**src/rtl/square_wave_period_meter.sv**
```systemverilog
// Square-wave period / high-time meter with hysteresis edge detection and lock timeout.
// Optional SQUARE_WAVE_METER_AVG_EN: period reports the mean of the last 4 measurements.
module square_wave_period_meter #(
  parameter int unsigned CLOCK_RATE     = 50000000,
  parameter int          THRESHOLD_HIGH = 12288,
  parameter int          THRESHOLD_LOW  = 4096,
  parameter int unsigned TIMEOUT_CYCLES = 50000000
) (
  input  logic               clk,
  input  logic               I_RSTn,
  input  logic               audio_clk_en,
  input  logic signed [15:0] in,
  output logic        [31:0] period,
  output logic        [31:0] high_time,
  output logic               valid,
  output logic               locked
);

  localparam int unsigned CNT_W = 32;
  localparam logic signed [15:0] TH_HI   = 16'(THRESHOLD_HIGH);
  localparam logic signed [15:0] TH_LO   = 16'(THRESHOLD_LOW);
  localparam logic [CNT_W-1:0]   CNT_MAX = '1;
  localparam logic [CNT_W-1:0]   TIMEOUT = CNT_W'(TIMEOUT_CYCLES);

  // Reject parameter sets that make the hysteresis band or clock meaningless
  if (CLOCK_RATE == 0 || THRESHOLD_LOW >= THRESHOLD_HIGH) begin : g_param_check
    $error("square_wave_period_meter: bad CLOCK_RATE or thresholds");
  end

  typedef enum logic {WAIT_EDGE, MEASURE} state_t;

  state_t           state;
  logic             level;
  logic [CNT_W-1:0] cnt;
  logic [CNT_W-1:0] hi_cap;
  logic             rise_c;
  logic             fall_c;
  logic [CNT_W-1:0] cnt_inc_c;
  logic             timeout_c;

  always_comb begin
    rise_c    = 1'b0;
    fall_c    = 1'b0;
    cnt_inc_c = (cnt == CNT_MAX) ? cnt : cnt + CNT_W'(1);
    timeout_c = (cnt >= TIMEOUT);
    if (audio_clk_en) begin
      rise_c = !level && (in >= TH_HI);
      fall_c =  level && (in <= TH_LO);
    end
  end

  // Hysteresis level, frozen while the sample strobe is low
  always_ff @(posedge clk or negedge I_RSTn) begin
    if (!I_RSTn) begin
      level <= 1'b0;
    end else if (rise_c) begin
      level <= 1'b1;
    end else if (fall_c) begin
      level <= 1'b0;
    end
  end

`ifdef SQUARE_WAVE_METER_AVG_EN
  logic [CNT_W-1:0]   hist [4];
  logic [CNT_W+1:0]   hist_sum;
  logic [2:0]         meas_cnt;
  logic [CNT_W+1:0]   sum_next_c;

  assign sum_next_c = hist_sum - (CNT_W+2)'(hist[3]) + (CNT_W+2)'(cnt);
`endif

  always_ff @(posedge clk or negedge I_RSTn) begin
    if (!I_RSTn) begin
      state     <= WAIT_EDGE;
      cnt       <= '0;
      hi_cap    <= '0;
      period    <= '0;
      high_time <= '0;
      valid     <= 1'b0;
      locked    <= 1'b0;
`ifdef SQUARE_WAVE_METER_AVG_EN
      for (int i = 0; i < 4; i++) hist[i] <= '0;
      hist_sum  <= '0;
      meas_cnt  <= '0;
`endif
    end else begin
      valid <= 1'b0;
      case (state)
        WAIT_EDGE: begin
          if (rise_c) begin
            state  <= MEASURE;
            cnt    <= CNT_W'(1);
            hi_cap <= '0;
`ifdef SQUARE_WAVE_METER_AVG_EN
            for (int i = 0; i < 4; i++) hist[i] <= '0;
            hist_sum <= '0;
            meas_cnt <= '0;
`endif
          end
        end
        MEASURE: begin
          cnt <= cnt_inc_c;
          // A rising edge on the timeout cycle still counts as a measurement
          if (rise_c) begin
            cnt <= CNT_W'(1);
`ifdef SQUARE_WAVE_METER_AVG_EN
            hist[0] <= cnt;
            for (int i = 1; i < 4; i++) hist[i] <= hist[i-1];
            hist_sum <= sum_next_c;
            meas_cnt <= (meas_cnt == 3'd4) ? meas_cnt : meas_cnt + 3'd1;
            if (meas_cnt >= 3'd3) begin
              period    <= sum_next_c[CNT_W+1:2];
              high_time <= hi_cap;
              valid     <= 1'b1;
              locked    <= 1'b1;
            end
`else
            period    <= cnt;
            high_time <= hi_cap;
            valid     <= 1'b1;
            locked    <= 1'b1;
`endif
          end else if (timeout_c) begin
            state     <= WAIT_EDGE;
            cnt       <= '0;
            hi_cap    <= '0;
            period    <= '0;
            high_time <= '0;
            locked    <= 1'b0;
`ifdef SQUARE_WAVE_METER_AVG_EN
            for (int i = 0; i < 4; i++) hist[i] <= '0;
            hist_sum <= '0;
            meas_cnt <= '0;
`endif
          end else if (fall_c) begin
            hi_cap <= cnt;
          end
        end
        default: state <= WAIT_EDGE;
      endcase
    end
  end

endmodule

```
**config.mk**
```make
export PLATFORM = sky130hd
export DESIGN_NAME = square_wave_period_meter
export DESIGN_NICKNAME = d
export VERILOG_FILES = /design/src/rtl/square_wave_period_meter.sv
export SDC_FILE = /design/constraint.sdc
export NUM_CORES = 1
export LEC_CHECK = 0
export CORE_MARGIN = 2
export CORE_UTILIZATION = 54
export DETAILED_ROUTE_END_ITERATION = 10
export PLACE_DENSITY = 0.88
export SYNTH_ARGS = -nofsm -noshare
export SYNTH_HDL_FRONTEND = slang
export SYNTH_SLANG_ARGS = --single-unit
```
**constraint.sdc**
```tcl
create_clock -name clk -period 2.5 [get_ports clk]
set_input_delay 0.5 -clock clk [delete_from_list [all_inputs] [get_ports clk]]
set_output_delay 0.5 -clock clk [all_outputs]
set_load 0.005 [all_outputs]
```
==> summary.txt, run 1 <==
Floorplanning
  – Site Rows: 37
  – Die Ht: 105 um
  – Core area: 10100 um2
  – Io pins: 85
  – Die Wd: 105 um
  – Initial Util: 0.547
  – Die ar.: 11100 um2

Timing
  – Final hold vios: 0
  – Slew @ Worst Pin: 0.852 ns
  – RSZ-0062 raised after global routing: no
  – Final setup viols: 0
  – Setup TNS: 0 ns
  – Slew Viols, Final: 0
  – Worst slew margin: 0.432
  – Crit share post-route: 0.918
  – Hold WS: 0.479 ns
  – Clock skew: 0.00620 ns
  – Clock period minus worst slack: 2.29 ns
  – Fmax: 0.436 GHz

Clock tree
  – CTS buffer count: 17
  – H-tree depth: 4
  – Clk root buf: clkbuf_8
  – Reg clk slew, reported paths: 0.06 ns
  – CTS tree: done
  – Clock Latency Late Sink: 0.52 ns
  – Max Root-Sink Buffers: 2
  – CTS sink count: 132

Job
  – # Max-Cap Violations: 0

Routing
  – Residual DRC count: 0
  – Starting DRC count in detailed routing: 559
  – DRT Pass-1 Iters: 6
  – Via count: 4538
  – Via density: 6.44
  – Post-route ant nets: 0
  – Routed WL per cell: 20.6 um
  – DRT Wirelength: 14600 um

Synth
  – Synth warn: 0
  – Post-synthesis sequential area ratio: 0.595
  – Mapped cell area: 5550 um2
  – Asr flop ratio synth: 1.00
  – Yosys reg bits: 132
  – Yosys cell types: 48
  – Syn_nets: 485
  – Top FF cell, synth: dfrtp_1
  – Mean Syn Cell Area: 12.0 um2
  – Post-Syn Instances: 464
  – Post-synth EDFFs: 0

Critical path
  – Crit path DAT: 2.75 ns
  – Worst setup SP type: register
  – WP data required: 2.96 ns
  – CP Max Fanout: 16
  – CP endpoint kind: register
  – Critical path class: register to register

Run status
  – Status: finished clean

Layout
  – Share of cells above drive strength 1: 0.128
  – Antenna Cells: 0
  – Fin nets: 577
  – Number of fill cells: 658
  – Post-route core utilization: 0.720
  – Layout area overhead: 31.6%

Placed design
  – Post-DP HPWL: 9070 um
  – Routability cong.: 0.909
  – Port-buffer cells: 84

GRT
  – Largest net degree at the start of global routing: 65
  – Antenna violations before repair: 0
  – First-pass GRT wire length: 23400 um
  – Gr ovfl total: 0
  – Vias in the first global route: 4462
  – Global Route Usage Sum: 0.271

Worst hold path
  – Worst Hold Class: primary input to async pin

Pwr
  – Pwr dens: 830 nW/um2
  – Pleak: 3.35 nW
  – Peak supply drop: 0.000467 V
==> layer usage <==
layer / up-vias / GRT usage / wire [um]
met2: 256 / 0.413 / 6940
li1: 1986 / - / -
met4: 0 / 0.102 / 387
met5: - / 0 / 0
met3: 47 / 0.0711 / 1170
met1: 2249 / 0.376 / 6060
==> sequential cells by signal (all words and copies together) (netlist names) <==
register / count
locked: 1
hi_cap: 32
valid: 1
high_time: 32
period: 32
cnt: 32
level: 1
state: 1
==> through the flow <==
stage / area [um2] / total power, mW / cells / setup slack (ns)
after CTS: 7300 / 6.07 / 705 / 0.238
final: 7300 / 6.06 / 705 / 0.205
after floorplan: 5550 / 3.06 / 464 / 0.480
after detailed placement: 6690 / 3.65 / 671 / -0.301
after global routing: 7300 / 6.28 / 705 / 0.110
after global placement: 6690 / 3.60 / 671 / -0.193
==> cell type report <==
type	count	area, um2	area share
clock inverters	8	98.8	0.0135
clock buffers	24	480	0.0658
flip-flops and latches	132	3300	0.453
repair buffers	119	1180	0.161
inverters	9	33.8	0.00463
multi-input cells	277	2030	0.279
well taps	136	170	0.0233
==> critical path: stages, from the launching register on <==
cell and delay (ns):
dfrtp_1 0.43, nor4_2 0.27, a21oi_1 0.13, a211o_1 0.41, o31ai_4 0.72, a22o_1 0.25
==> synthesized netlist by cell type, types with 2 or more instances <==
master / count / area share
and4_1: 4 / 0.0063
inv_1: 8 / 0.0054
buf_4: 2 / 0.0027
a31oi_1: 18 / 0.020
or4_1: 4 / 0.0054
a22o_1: 90 / 0.14
o31a_1: 2 / 0.0032
mux2i_1: 2 / 0.0036
xnor2_1: 2 / 0.0032
nand4b_1: 2 / 0.0032
nand2_1: 22 / 0.015
and2_1: 9 / 0.010
o22ai_1: 2 / 0.0023
buf_6: 3 / 0.0061
a21oi_1: 5 / 0.0045
o211ai_1: 2 / 0.0027
o21ai_0: 2 / 0.0018
nand4_1: 10 / 0.011
nand3_1: 14 / 0.013
a41oi_1: 13 / 0.021
o21ai_1: 4 / 0.0036
nor3_1: 4 / 0.0036
dfrtp_1: 132 / 0.60
clkbuf_1: 24 / 0.016
and3_1: 17 / 0.019
nor4_1: 8 / 0.0090
buf_2: 14 / 0.013
or3_1: 11 / 0.012
o41a_1: 2 / 0.0041
nor2_1: 10 / 0.0068
ha_1: 2 / 0.0045
buf_1: 4 / 0.0027
==> logic make-up (layout without fill, tap and decap cells) <==
family | after synthesis | count (layout) | synth area share
buf+inv | 56 | 160 | 0.0465
simple gates | 121 | 121 | 0.125
flops | 132 | 132 | 0.595
xor+xnor | 2 | 2 | 0.00316
fa+ha+maj | 2 | 2 | 0.00451
compound gates | 149 | 150 | 0.222
mux | 2 | 2 | 0.00361
==> path summary, 6_finish.rpt <==
path | startpoint | end | slack [ns] | cells after the start
max in group asynchronous | I_RSTn | period[1]$_DFFE_PN0P_ | 1.25 | 3
min | I_RSTn | high_time[18]$_DFFE_PN0P_ | 0.48 | 2
min reg2reg | hi_cap[26]$_DFFE_PN0P_ | hi_cap[26]$_DFFE_PN0P_ | 0.49 | 1
max reg2reg | cnt[16]$_DFFE_PN0P_ | hi_cap[12]$_DFFE_PN0P_ | 0.21 | 5
max | cnt[16]$_DFFE_PN0P_ | hi_cap[12]$_DFFE_PN0P_ | 0.21 | 5
min in group clk | hi_cap[26]$_DFFE_PN0P_ | hi_cap[26]$_DFFE_PN0P_ | 0.49 | 1
==> power by group <==
part	switching (mW)	leakage, nW	internal, mW
Sequential	0.225	1.80	2.40
Combinational	0.454	1.28	0.577
Clock	0.877	0.281	1.52
==> cells in the final DEF, fill, tap and decap left out, drive strengths merged, types with 3 or more instances in the layout <==
master,Yosys,layout
a21oi,5,5
a22o,90,90
a31oi,18,18
a41oi,13,13
and2,9,9
and3,17,17
and4,4,4
buf,23,35
clkbuf,24,24
clkdlybuf4s50,0,83
clkinv,0,4
dfrtp,132,132
inv,9,9
nand2,22,22
nand3,14,14
nand4,10,10
nor2,10,10
nor3,4,4
nor4,9,9
o21ai,7,7
o31ai,2,3
or3,11,11
or4,4,4
==> repair_timing <==
item,in CTS,in global routing
resized for setup,1,0
buffers inserted,0,0
endpoints found under the setup margin,32,0
hold buffers,1,0
endpoints found under the hold margin,37,0
Note: power is estimated with default switching activity, not from simulation.
==> run 2: changes to the inputs <==
SKIP_CTS_REPAIR_TIMING = 1   (was default)
==> run 2 against run 1 <==
Register-to-register slack is essentially flat; largest power group unchanged; die area unchanged; sequential power hardly changed; worst setup slack improved by 0.0062 ns; highest routed layer unchanged; flip-flop and latch count did not move; clock skew increased by 0.00067 ns; design area is the same; sequential share of layout area unchanged; critical path depth stayed put; total power grew 0.10%.
==> summary.txt, run 2 (same netlist as run 1, synthesis figures left out) <==
Routing
  – Starting DRC count in detailed routing: 608
  – Routed WL per cell: 20.8 um
  – DRT Pass-1 Iters: 5
  – Residual DRC count: 0
  – DRT Wirelength: 14700 um
  – Via density: 6.43
  – Post-route ant nets: 0
  – Via count: 4535

Critical path
  – CP Max Fanout: 16
  – CP endpoint kind: register
  – WP data required: 2.96 ns
  – R2R cell count: 5
  – Flop2flop setup slack: 0.21 ns
  – Reg-to-Reg End: hi_cap[16]$_DFFE_PN0P_
  – Critical path class: register to register
  – Worst Setup SP: cnt[27]$_DFFE_PN0P_
  – Crit path DAT: 2.75 ns
  – Worst r2r src: cnt[27]$_DFFE_PN0P_
  – CP Capture Point: hi_cap[16]$_DFFE_PN0P_
  – Worst setup SP type: register

GRT
  – Largest net degree at the start of global routing: 65
  – Global Route Usage Sum: 0.266
  – Vias in the first global route: 4392
  – First-pass GRT wire length: 23100 um
  – Antenna violations before repair: 0
  – Gr ovfl total: 0

Clock tree
  – CTS buffer count: 17
  – Clock Latency Late Sink: 0.53 ns
  – CTS sink count: 132
  – H-tree depth: 4
  – CTS tree: done
  – Max Root-Sink Buffers: 2
  – Clk root buf: clkbuf_8
  – Reg clk slew, reported paths: 0.06 ns

Timing
  – Setup TNS: 0 ns
  – Crit share post-route: 0.915
  – Fmax: 0.437 GHz
  – RSZ-0062 raised after global routing: no
  – Clock skew: 0.00686 ns
  – Clock period minus worst slack: 2.29 ns
  – Slew @ Worst Pin: 0.828 ns
  – Worst slew margin: 0.448
  – Setup ws final: 0.211 ns
  – Final hold vios: 0
  – Slew Viols, Final: 0
  – Final setup viols: 0

Pwr
  – Clock power frac: 0.396
  – Internal: 4.50 mW
  – Peak supply drop: 0.000470 V
  – Share of power burned in registers: 0.433
  – Psw: 1.56 mW
  – Total power: 6.06 mW
  – Pwr dens: 831 nW/um2
  – Combinational power share: 0.170
  – Sw frac: 0.257
  – Pleak: 3.35 nW

Layout
  – Leading cell type in the layout, fill and taps excluded: dfrtp_1
  – Final Non-Filler Cells: 705
  – Post-route core utilization: 0.720
  – Fin nets: 577
  – Antenna Cells: 0
  – Commonest cells after routing, fill and taps aside: dfrtp_1, a22o_1, clkdlybuf4s50_1
  – Layout area overhead: 31.6%
  – Share of cells above drive strength 1: 0.128

Floorplanning
  – Initial Util: 0.547
  – Site Rows: 37
  – Io pins: 85
  – Die ar.: 11100 um2
  – Die Ht: 105 um
  – Die Wd: 105 um
  – Core area: 10100 um2

Worst hold path
  – Worst Hold Class: primary input to async pin

Placed design
  – Routability cong.: 0.909
  – Post-DP HPWL: 9070 um
  – Placed Cells: 671
  – Port-buffer cells: 84
  – Pre-CTS WS: -0.301 ns

Run status
  – Status: finished clean

Job
  – # Max-Cap Violations: 0
## run 2: cell counts in the layout (fill, tap and decap cells not counted)
Identical to the previous run, type by type.
## run 2: worst min-delay path by stage
stage	startpoint	endpoint	slack (ns)	depth (start not counted)
6_report	I_RSTn	high_time[18]$_DFFE_PN0P_	0.48	2
5_1_grt	high_time[3]$_DFFE_PN0P_	high_time[3]$_DFFE_PN0P_	0.51	1
4_1_cts	I_RSTn	valid$_DFF_PN0_	-0.06	1
3_5_place_dp	hi_cap[26]$_DFFE_PN0P_	hi_cap[26]$_DFFE_PN0P_	0.47	1
3_3_place_gp	hi_cap[26]$_DFFE_PN0P_	hi_cap[26]$_DFFE_PN0P_	0.47	1
2_1_floorplan	I_RSTn	cnt[0]$_DFFE_PN0P_	0.20	0
## run 2: area by class of cell
type | instances | area, um2
Tap cell | 136 | 170
Clock inverter | 8 | 98.8
Fill cell | 657 | 2840
Sequential cell | 132 | 3300
Multi-Input combinational cell | 277 | 2030
Clock buffer | 24 | 480
Timing Repair Buffer | 119 | 1180
Inverter | 9 | 33.8
## run 2: per-stage QoR
stage | hold WS (ns) | area, um2
global placement | 0.471 | 6690
CTS | -0.0638 | 7270
detailed placement | 0.472 | 6690
finish | 0.478 | 7300
floorplan | 0.204 | 5550
global route | 0.508 | 7300
## run 2: power by group through the flow
stage / combinational [mW] / clock [mW] / sequential [mW]
2_1_floorplan: 0.454 / 0 / 2.61
3_3_place_gp: 0.959 / 0 / 2.64
3_5_place_dp: 0.994 / 0 / 2.65
4_1_cts: 1.02 / 2.42 / 2.62
5_1_grt: 1.11 / 2.51 / 2.66
6_report: 1.03 / 2.40 / 2.63
## run 2: worst max-delay path, cell delays in order (launching register included)
cell and delay, ns:
dfrtp_1 0.40, nor4_1 0.29, nand2_1 0.17, a211o_1 0.40, o31ai_4 0.70, a22o_1 0.26
## run 2: metal layers
metal / share of wire / vias to the layer above / track usage / routed length (um)
met5: 0 / - / 0 / 0
met4: 0.022 / 0 / 0.0905 / 326
met3: 0.087 / 41 / 0.0662 / 1290
met2: 0.48 / 273 / 0.403 / 7040
met1: 0.41 / 2241 / 0.380 / 6040
li1: - / 1980 / - / -
